File: src/rtl/rf_wb_arbiter.sv
`default_nettype none
// ============================================================================
//  Module   : rf_wb_arbiter
//  Purpose  : Shares the single register-file write port between the in-order
//             pipeline writeback (port A) and the long-latency return path
//             (port B). Port B results are buffered in a small FIFO. A
//             per-register pending bitmap lets decode stall on hazards
//             against buffered results. The regfile write goes through one
//             output register stage.
//  Ports    : clk, rst (async, active-high)
//             a_valid_i/a_ready_o/a_rd_i/a_data_i  pipeline writeback
//             b_valid_i/b_ready_o/b_rd_i/b_data_i  long-latency results
//             rf_we_o/rf_waddr_o/rf_wdata_o        registered regfile write
//             pend_o                               registers with queued B writes
//  Config   : RF_WB_RR_EN defined   -> round-robin A/B arbitration
//             RF_WB_RR_EN undefined -> fixed A priority
//  Revision : 1.0  initial release
// ============================================================================
module rf_wb_arbiter #(
    parameter int XLEN  = 32,
    parameter int DEPTH = 2
) (
    input  logic            clk,
    input  logic            rst,
    input  logic            a_valid_i,
    output logic            a_ready_o,
    input  logic [4:0]      a_rd_i,
    input  logic [XLEN-1:0] a_data_i,
    input  logic            b_valid_i,
    output logic            b_ready_o,
    input  logic [4:0]      b_rd_i,
    input  logic [XLEN-1:0] b_data_i,
    output logic            rf_we_o,
    output logic [4:0]      rf_waddr_o,
    output logic [XLEN-1:0] rf_wdata_o,
    output logic [31:0]     pend_o
);

    localparam int PW = (DEPTH > 1) ? $clog2(DEPTH) : 1;
    localparam int CW = PW + 1;

    // Port-B FIFO storage and bookkeeping
    logic [4:0]      fifo_rd_q   [DEPTH];
    logic [XLEN-1:0] fifo_data_q [DEPTH];
    logic [PW-1:0]   wptr_q, rptr_q;
    logic [CW-1:0]   cnt_q, cnt_d;

    // Output stage
    logic            rf_we_q,    rf_we_d;
    logic [4:0]      rf_waddr_q, rf_waddr_d;
    logic [XLEN-1:0] rf_wdata_q, rf_wdata_d;
    logic            out_b_q,    out_b_d;   // output stage holds a B write

    logic full, empty, push, grant_a, grant_b;
    logic [PW-1:0] pend_idx;

    assign full  = (cnt_q == CW'(DEPTH));
    assign empty = (cnt_q == '0);
    assign push  = b_valid_i && !full;

`ifdef RF_WB_RR_EN
    // Token set means B wins the next contended cycle.
    logic tok_b_q;
`endif

    // Grant selection depends only on state and a_valid_i, so b_valid_i
    // never reaches a_ready_o combinationally.
    always_comb begin
        grant_a = 1'b0;
        grant_b = 1'b0;
        if (full) begin
            grant_b = 1'b1;
        end
`ifdef RF_WB_RR_EN
        else if (a_valid_i && !empty) begin
            grant_b = tok_b_q;
            grant_a = !tok_b_q;
        end
`endif
        else if (a_valid_i) begin
            grant_a = 1'b1;
        end else if (!empty) begin
            grant_b = 1'b1;
        end
    end

    assign a_ready_o = !a_valid_i || grant_a;
    assign b_ready_o = !full;

    // Output-stage next state; rd=0 is consumed but never written.
    always_comb begin
        rf_we_d    = 1'b0;
        rf_waddr_d = rf_waddr_q;
        rf_wdata_d = rf_wdata_q;
        out_b_d    = 1'b0;
        if (grant_a) begin
            rf_we_d    = (a_rd_i != 5'd0);
            rf_waddr_d = a_rd_i;
            rf_wdata_d = a_data_i;
        end else if (grant_b) begin
            rf_we_d    = (fifo_rd_q[rptr_q] != 5'd0);
            rf_waddr_d = fifo_rd_q[rptr_q];
            rf_wdata_d = fifo_data_q[rptr_q];
            out_b_d    = 1'b1;
        end
    end

    always_comb begin
        cnt_d = cnt_q;
        case ({push, grant_b})
            2'b10:   cnt_d = cnt_q + CW'(1);
            2'b01:   cnt_d = cnt_q - CW'(1);
            default: cnt_d = cnt_q;
        endcase
    end

    always_ff @(posedge clk or posedge rst) begin
        if (rst) begin
            wptr_q     <= '0;
            rptr_q     <= '0;
            cnt_q      <= '0;
            rf_we_q    <= 1'b0;
            rf_waddr_q <= '0;
            rf_wdata_q <= '0;
            out_b_q    <= 1'b0;
        end else begin
            if (push)    wptr_q <= wptr_q + PW'(1);
            if (grant_b) rptr_q <= rptr_q + PW'(1);
            cnt_q      <= cnt_d;
            rf_we_q    <= rf_we_d;
            rf_waddr_q <= rf_waddr_d;
            rf_wdata_q <= rf_wdata_d;
            out_b_q    <= out_b_d;
        end
    end

`ifdef RF_WB_RR_EN
    // Token only moves on a contended grant and then points at the loser.
    always_ff @(posedge clk or posedge rst) begin
        if (rst) begin
            tok_b_q <= 1'b0;
        end else if (a_valid_i && !empty) begin
            tok_b_q <= grant_a;
        end
    end
`endif

    // Payload storage needs no reset: occupancy is tracked by cnt_q.
    always_ff @(posedge clk) begin
        if (push) begin
            fifo_rd_q[wptr_q]   <= b_rd_i;
            fifo_data_q[wptr_q] <= b_data_i;
        end
    end

    // Pending bitmap: live FIFO entries plus a B write in the output stage.
    always_comb begin
        pend_o   = 32'd0;
        pend_idx = '0;
        for (int k = 0; k < DEPTH; k++) begin
            pend_idx = rptr_q + PW'(k);
            if ((CW'(k) < cnt_q) && (fifo_rd_q[pend_idx] != 5'd0)) begin
                pend_o[fifo_rd_q[pend_idx]] = 1'b1;
            end
        end
        if (out_b_q && rf_we_q) begin
            pend_o[rf_waddr_q] = 1'b1;
        end
    end

    assign rf_we_o    = rf_we_q;
    assign rf_waddr_o = rf_waddr_q;
    assign rf_wdata_o = rf_wdata_q;

endmodule
`default_nettype wire

File: config.mk
export PLATFORM = sky130hd
export DESIGN_NAME = rf_wb_arbiter
export DESIGN_NICKNAME = d
export VERILOG_FILES = /design/src/rtl/rf_wb_arbiter.sv
export SDC_FILE = /design/constraint.sdc
export NUM_CORES = 1
export LEC_CHECK = 0
export CAP_MARGIN = 20
export CORE_ASPECT_RATIO = 0.8
export CORE_MARGIN = 5
export CORE_UTILIZATION = 25
export DETAILED_ROUTE_END_ITERATION = 6
export DONT_BUFFER_PORTS = 1
export PLACE_DENSITY_LB_ADDON = 0.15
export SETUP_SLACK_MARGIN = 0.05
export SYNTH_ARGS = -nofsm -noshare
export SYNTH_HDL_FRONTEND = slang
export SYNTH_SLANG_ARGS = --single-unit
export TNS_END_PERCENT = 20
File: constraint.sdc
create_clock -name clk -period 2.65 [get_ports clk]
set_input_delay 0 -clock clk [delete_from_list [all_inputs] [get_ports clk]]
set_output_delay 0 -clock clk [all_outputs]
set_load 0.03 [all_outputs]
# Yosys cells after proc, flatten, opt, wreduce, memory -nomap -nowiden
# Memory sizes are Yosys's and may differ from the RTL's.
# Index checks and enable logic that the tools add are counted.
# totals
ff_bits	43
latchBits	0
mem_bits_rw	74
mem_bits_ro	0
out_inout_bits	72
elab_cells	67
memories	2
# mem_list
name	depth	width	read_ports	rd_clocked_by_memory_dff	wr	line_no	text
fifo_data_q	2	32	1	0	1	44	logic [XLEN-1:0] fifo_data_q [DEPTH];
fifo_rd_q	2	5	2	0	1	43	logic [4:0] fifo_rd_q [DEPTH];
# op_classes
n_addsub	4
n_mul	0
n_div	0
order_cmp	8
eq_ne	3
shift	0
muxes	25
bitwise_logic	2
reduce_logical	16
# ops
operator	count
2-to-1 mux 32 bit	5
OR 32 bit	2
< comparator 5 x 6 -> 1 bit (second input constant)	3
demux 1 bit (select 5 bit)	3
greater-or-equal comparator 5 x 1 -> 1 bit (second input constant)	3
nonzero test 5 bit	3
2-to-1 mux 1 bit	14
2-to-1 mux 5 bit	2
logical AND 1 bit	7
== test 2 bit (second input constant)	2
< comparator 1 x 2 -> 1 bit (first input constant)	2
case mux 2 bit (2 select lines)	1
nonzero test 2 bit	2
adder 1 bit (second input constant)	2
adder 2 x 1 -> 2 bit (second input constant)	1
== test 2 x 1 -> 1 bit (second input constant)	1
logical NOT 1 bit	2
logical NOT 2 bit	1
subtractor 2 x 1 -> 2 bit (second input constant)	1
logical OR 1 bit	1

# Longest topological paths before layout
# An unclocked memory read counts as a cell.
# logic_depth
ltp_word	10
mapped_depth	7

# Worst setup path before layout
# Ideal clock, no wire load.
# synth_path
kind	reg-to-reg
start	register cnt_q[0]
end	memory fifo_data_q[0][0] (enable)
setup_ps	431
arrival_ps	2627
required_ps	2219
slack_ps	-408
stages_incl_launch_ff	6
n_path_buf	0
period_less_slack_ps	3058
path_cell_list	dfrtp_1 > inv_1 > ha_1 > inv_1 > nand2_1 > nor2_1
# synth_via
elab_chain_cells	5
# synth_lines
item	line_no	text
from (decl)	46	logic [CW-1:0] cnt_q, cnt_d;
from (signal assigned)	129	cnt_q <= cnt_d;
== test 2 bit	57	assign full = (cnt_q == CW'(DEPTH));
logical NOT 1 bit	n/a	
via b_ready_o	30	output logic b_ready_o,
logical AND 1 bit	59	assign push = b_valid_i && !full;
2-to-1 mux 1 bit	150	if (push) begin
2-to-1 mux 1 bit (not written as such)	152	fifo_data_q[wptr_q] <= b_data_i;
to (decl)	44	
# The timed path passes the listed nets, and every way through them passes these cells.

# Final worst setup path
# layout_path
start	register rptr_q
end	output port pend_o[15]
# layout_via
elab_chain_cells	10
elab_cells_between_ends	21
cone_classes	1 x add/sub; 4 x order compare; 7 x mux; 2 x bitwise; 6 x reduce/logical; 1 x memory
# layout_lines
item	line_no	text
from (decl)	45	logic [PW-1:0] wptr_q, rptr_q;
from (signal assigned)	128	if (grant_b) rptr_q <= rptr_q + PW'(1);
adder 1 bit / memory read (2 x 5 bit) (equally long branches)	n/a	
memory read (2 x 5 bit) (*)	n/a	
< comparator 5 x 6 -> 1 bit (not written as such), or another cell as far along	163	pend_o[fifo_rd_q[pend_idx]] = 1'b1;
logical AND 1 bit (not written as such) / 2-to-1 mux 1 bit (equally long branches)	163	
2-to-1 mux 1 bit (not written as such) / demux 1 bit (select 5 bit) (equally long branches)	163	
demux 1 bit (select 5 bit) / 2-to-1 mux 32 bit (equally long branches)	163, 162	
OR 32 bit (no source line)	n/a	
2-to-1 mux 32 bit (*)	162	if ((CW'(k) < cnt_q) && (fifo_rd_q[pend_idx] != 5'd0)) begin
OR 32 bit (no source line)	n/a	
2-to-1 mux 32 bit (*)	166	if (out_b_q && rf_we_q) begin
to (decl)	36	output logic [31:0] pend_o
# Every way passes the cells marked *; elsewhere a longest branch is shown, timed or not.

==> flow_summary.json <==
{
  "die_x_um": 180.1,
  "synth_ff_type": "edfxtp_1",
  "crit_buf_inv": 0,
  "slew_violations": 0,
  "critPathCaptureType": "primary output",
  "clk_latency_ns": 0.41,
  "start_kind": "register",
  "cp_slowest_stage_delay_ns": 0.72,
  "fin_total_pwr_uw": 8789,
  "setup_viol": 0,
  "ant_nets": 0,
  "p_per_area_mw_per_mm2": 1170,
  "cts_buffer_depth": 2,
  "initial_utilization_pct": 25.57,
  "postSynth.asyncResetShare_pct": 36.75,
  "crit_fanout": 25,
  "netlist_area_sq_mm": 0.005786,
  "first_pass_iters": 5,
  "cts_tree": "done",
  "area_growth_pct": 29.82,
  "drive_gt1_share_pct": 20.04,
  "postSynthAreaPerCell_sq_um": 12.34,
  "die_area_sq_mm": 0.02630,
  "rows": 49,
  "portBuffers": 0,
  "wl_per_cell_um": 17.96,
  "final_util_pct": 33.20,
  "dpl.hpwl_mm": 11.16,
  "period_needed_ns": 2.578,
  "max-cap-violations": 0,
  "post_cts_buffers": 0,
  "viasPerCell": 4.579,
  "rsz0062_at_grt": "true",
  "cts-buffers-inserted": 17,
  "status": "finished, final reports clean",
  "leakagePower_uw": 0.002846,
  "final_cells": 877,
  "cp_data_required_time_ns": 2.65,
  "gp_congestion": 0.8164,
  "routed_wl_mm": 15.75,
  "boundaryPins": 150,
  "seq_area_frac_synth_pct": 57.01,
  "grt_pass1_wl_mm": 24.88,
  "critPathKind": "reg2out",
  "overflow": 0,
  "worstMarginPinSlew_ns": 0.6724,
  "whs_ns": 0.04850,
  "hp-class": "in2async",
  "fin_area_sq_mm": 0.007511,
  "root_buffer": "clkbuf_16",
  "crit_family": "simple AND/OR/NAND/NOR gates",
  "clkTransAtPathRegs_ns": 0.05,
  "critPathSlowestCell": "dfrtp_2",
  "grt_use_total_pct": 12.05,
  "reg2regPathDepth": 6,
  "yosysTopAreaCell": "edfxtp_1",
  "yosys.area.top_type_share_pct": 38.41,
  "synth_edf_count": 74,
  "drt_iter0_markers": 198,
  "period_share_pct": 97.30,
  "nNetsFinal": 639,
  "antenna_found_initial": 2,
  "critical_path_depth": 4,
  "finClkSkew_ns": 0.009381,
  "grt_pass1_vias": 4278,
  "cts_max_level": 4,
  "placed_cell_area_sq_mm": 0.006155,
  "cts.sinks": 117,
  "slew-limit-headroom_pct": 55.17,
  "netlist_instances": 469,
  "finalHoldViolations": 0,
  "worstPathArrival_ns": 2.58,
  "ir_worst_vdd_mv": 0.5223,
  "die_h_um": 146.1,
  "vias": 4016,
  "fillCellCount": 2238,
  "ys_warn_count": 0,
  "ys_seq_elements": 117,
  "fp.coreArea_sq_mm": 0.02262,
  "synth.distinct_cells": 39,
  "fmax_mhz": 387.8,
  "dpl.cell_count": 765,
  "yosys-top-cells-area": "edfxtp_1, dfrtp_1, mux2_2",
  "grt_max_degree": 47,
  "path_cells": "mux2_2 -> nor3_1 -> a22oi_1 -> nand2_1",
  "synth_nets": 552,
  "drc": 0
}
## Yosys cell counts, types with 2 or more instances
master / instances
a21oi_1: 4
a21oi_2: 5
a22oi_1: 31
and3_1: 2
and3b_1: 2
buf_12: 2
buf_2: 4
buf_4: 2
buf_6: 2
clkbuf_1: 11
dfrtp_1: 43
edfxtp_1: 74
ha_1: 5
inv_1: 9
mux2_2: 39
mux2i_1: 41
mux2i_2: 5
nand2_1: 97
nand3_1: 3
nand3b_1: 3
nor2_1: 5
nor2b_1: 2
nor3_1: 7
nor3_2: 7
nor3_4: 7
nor3b_1: 3
o21ai_0: 38
o21ai_2: 3
or3b_4: 2
xnor2_1: 2
## final cells by class
class                           count  area (sq um)  share of cell area, %
Clock buffer                       20         436.7                  5.814
Inverter                            9         33.78                 0.4498
Sequential cell                   117          3299                  43.93
Antenna cell                        2         5.005                0.06663
Multi-Input combinational cell    322          2355                  31.35
Tap cell                          306         382.9                  5.097
Clock inverter                     12         112.6                  1.499
Timing Repair Buffer               89         885.9                  11.79
## cell usage in the layout, fill, tap and decap left out, types with 2 or more instances in the layout
master,instances
nand2_1,97
dlygate4sd3_1,77
edfxtp_1,74
dfrtp_1,42
mux2i_1,40
mux2_2,39
o21ai_0,38
a22oi_1,31
clkbuf_16,17
buf_4,10
inv_1,8
nor3_4,8
nor3_2,7
nor3_1,6
a21oi_2,5
mux2i_2,5
ha_1,5
a21oi_1,4
nor2_1,4
clkinv_1,4
nor3b_1,3
nand3b_1,3
nand3_1,3
o21ai_2,3
clkinv_2,3
clkinvlp_4,3
clkbuf_1,3
diode_2,2
or3b_4,2
and3b_1,2
xnor2_1,2
bufinv_16,2
buf_12,2
## worst reg2reg max path: cells and delay by family, from the launching register on
kind	cells	cell delay, ns
buffers and inverters	3	0.80
adders and majority gates	1	0.30
DFF	1	0.35
and+or+nand+nor	2	0.33
## power breakdown
group          total [uW]  switching (uW)  leakage (uW)  internal (uW)
Combinational        2990            1830       0.00138           1170
Clock                2140             778      0.000260           1360
Sequential           3660            1080       0.00121           2580
## through the flow
stage	TNS [ns]	setup slack, ns
final	0	0.07156
after global routing	-0.001088	-0.001088
after CTS	0	0.05483
after detailed placement	0	0.4638
after global placement	0	0.5345
after floorplan	0	0.2010
## timing repair
action                                 in CTS  in global routing
setup endpoints to repair                   8                 13
gates resized for setup                     1                  1
hold buffers                               77                  0
endpoints found under the hold margin     160                  0
## flip-flops by register name, indices dropped and copies added, names as in the netlist
signal	flops
wptr_q	1
rptr_q	1
out_b_q	1
rf_we_o	1
cnt_q	2
fifo_data_q	64
fifo_rd_q	10
rf_wdata_o	32
rf_waddr_o	5
## path summary, 6_finish.rpt
check / start / end / slack, ns
min reg2reg: wptr_q / wptr_q / 0.56
min: rst / rf_wdata_o[26] / 0.05
max reg2reg: cnt_q[0] / fifo_data_q[0][4] / 0.51
min in group clk: a_valid_i / rf_wdata_o[9] / 0.13
max: rptr_q / pend_o[15] / 0.07
max in group asynchronous: rst / rptr_q / 2.07
## routing by layer
| layer | vias up | track usage (%) | wire, um |
|---|---|---|---|
| met2 | 155 | 18.91 | 7182 |
| met4 | 0 | 3.666 | 161 |
| met5 | - | 0 | 0 |
| li1 | 1897 | - | - |
| met1 | 1944 | 15.80 | 7336 |
| met3 | 20 | 4.203 | 1066 |
## logic make-up after synthesis
group	synth area share (%)
flops	57.01
buf+inv	2.984
xor+xnor	0.4542
compound gates	9.105
simple gates	13.24
mux	16.13
fa+ha+maj	1.081
Note: power is estimated with default switching activity, not from simulation.
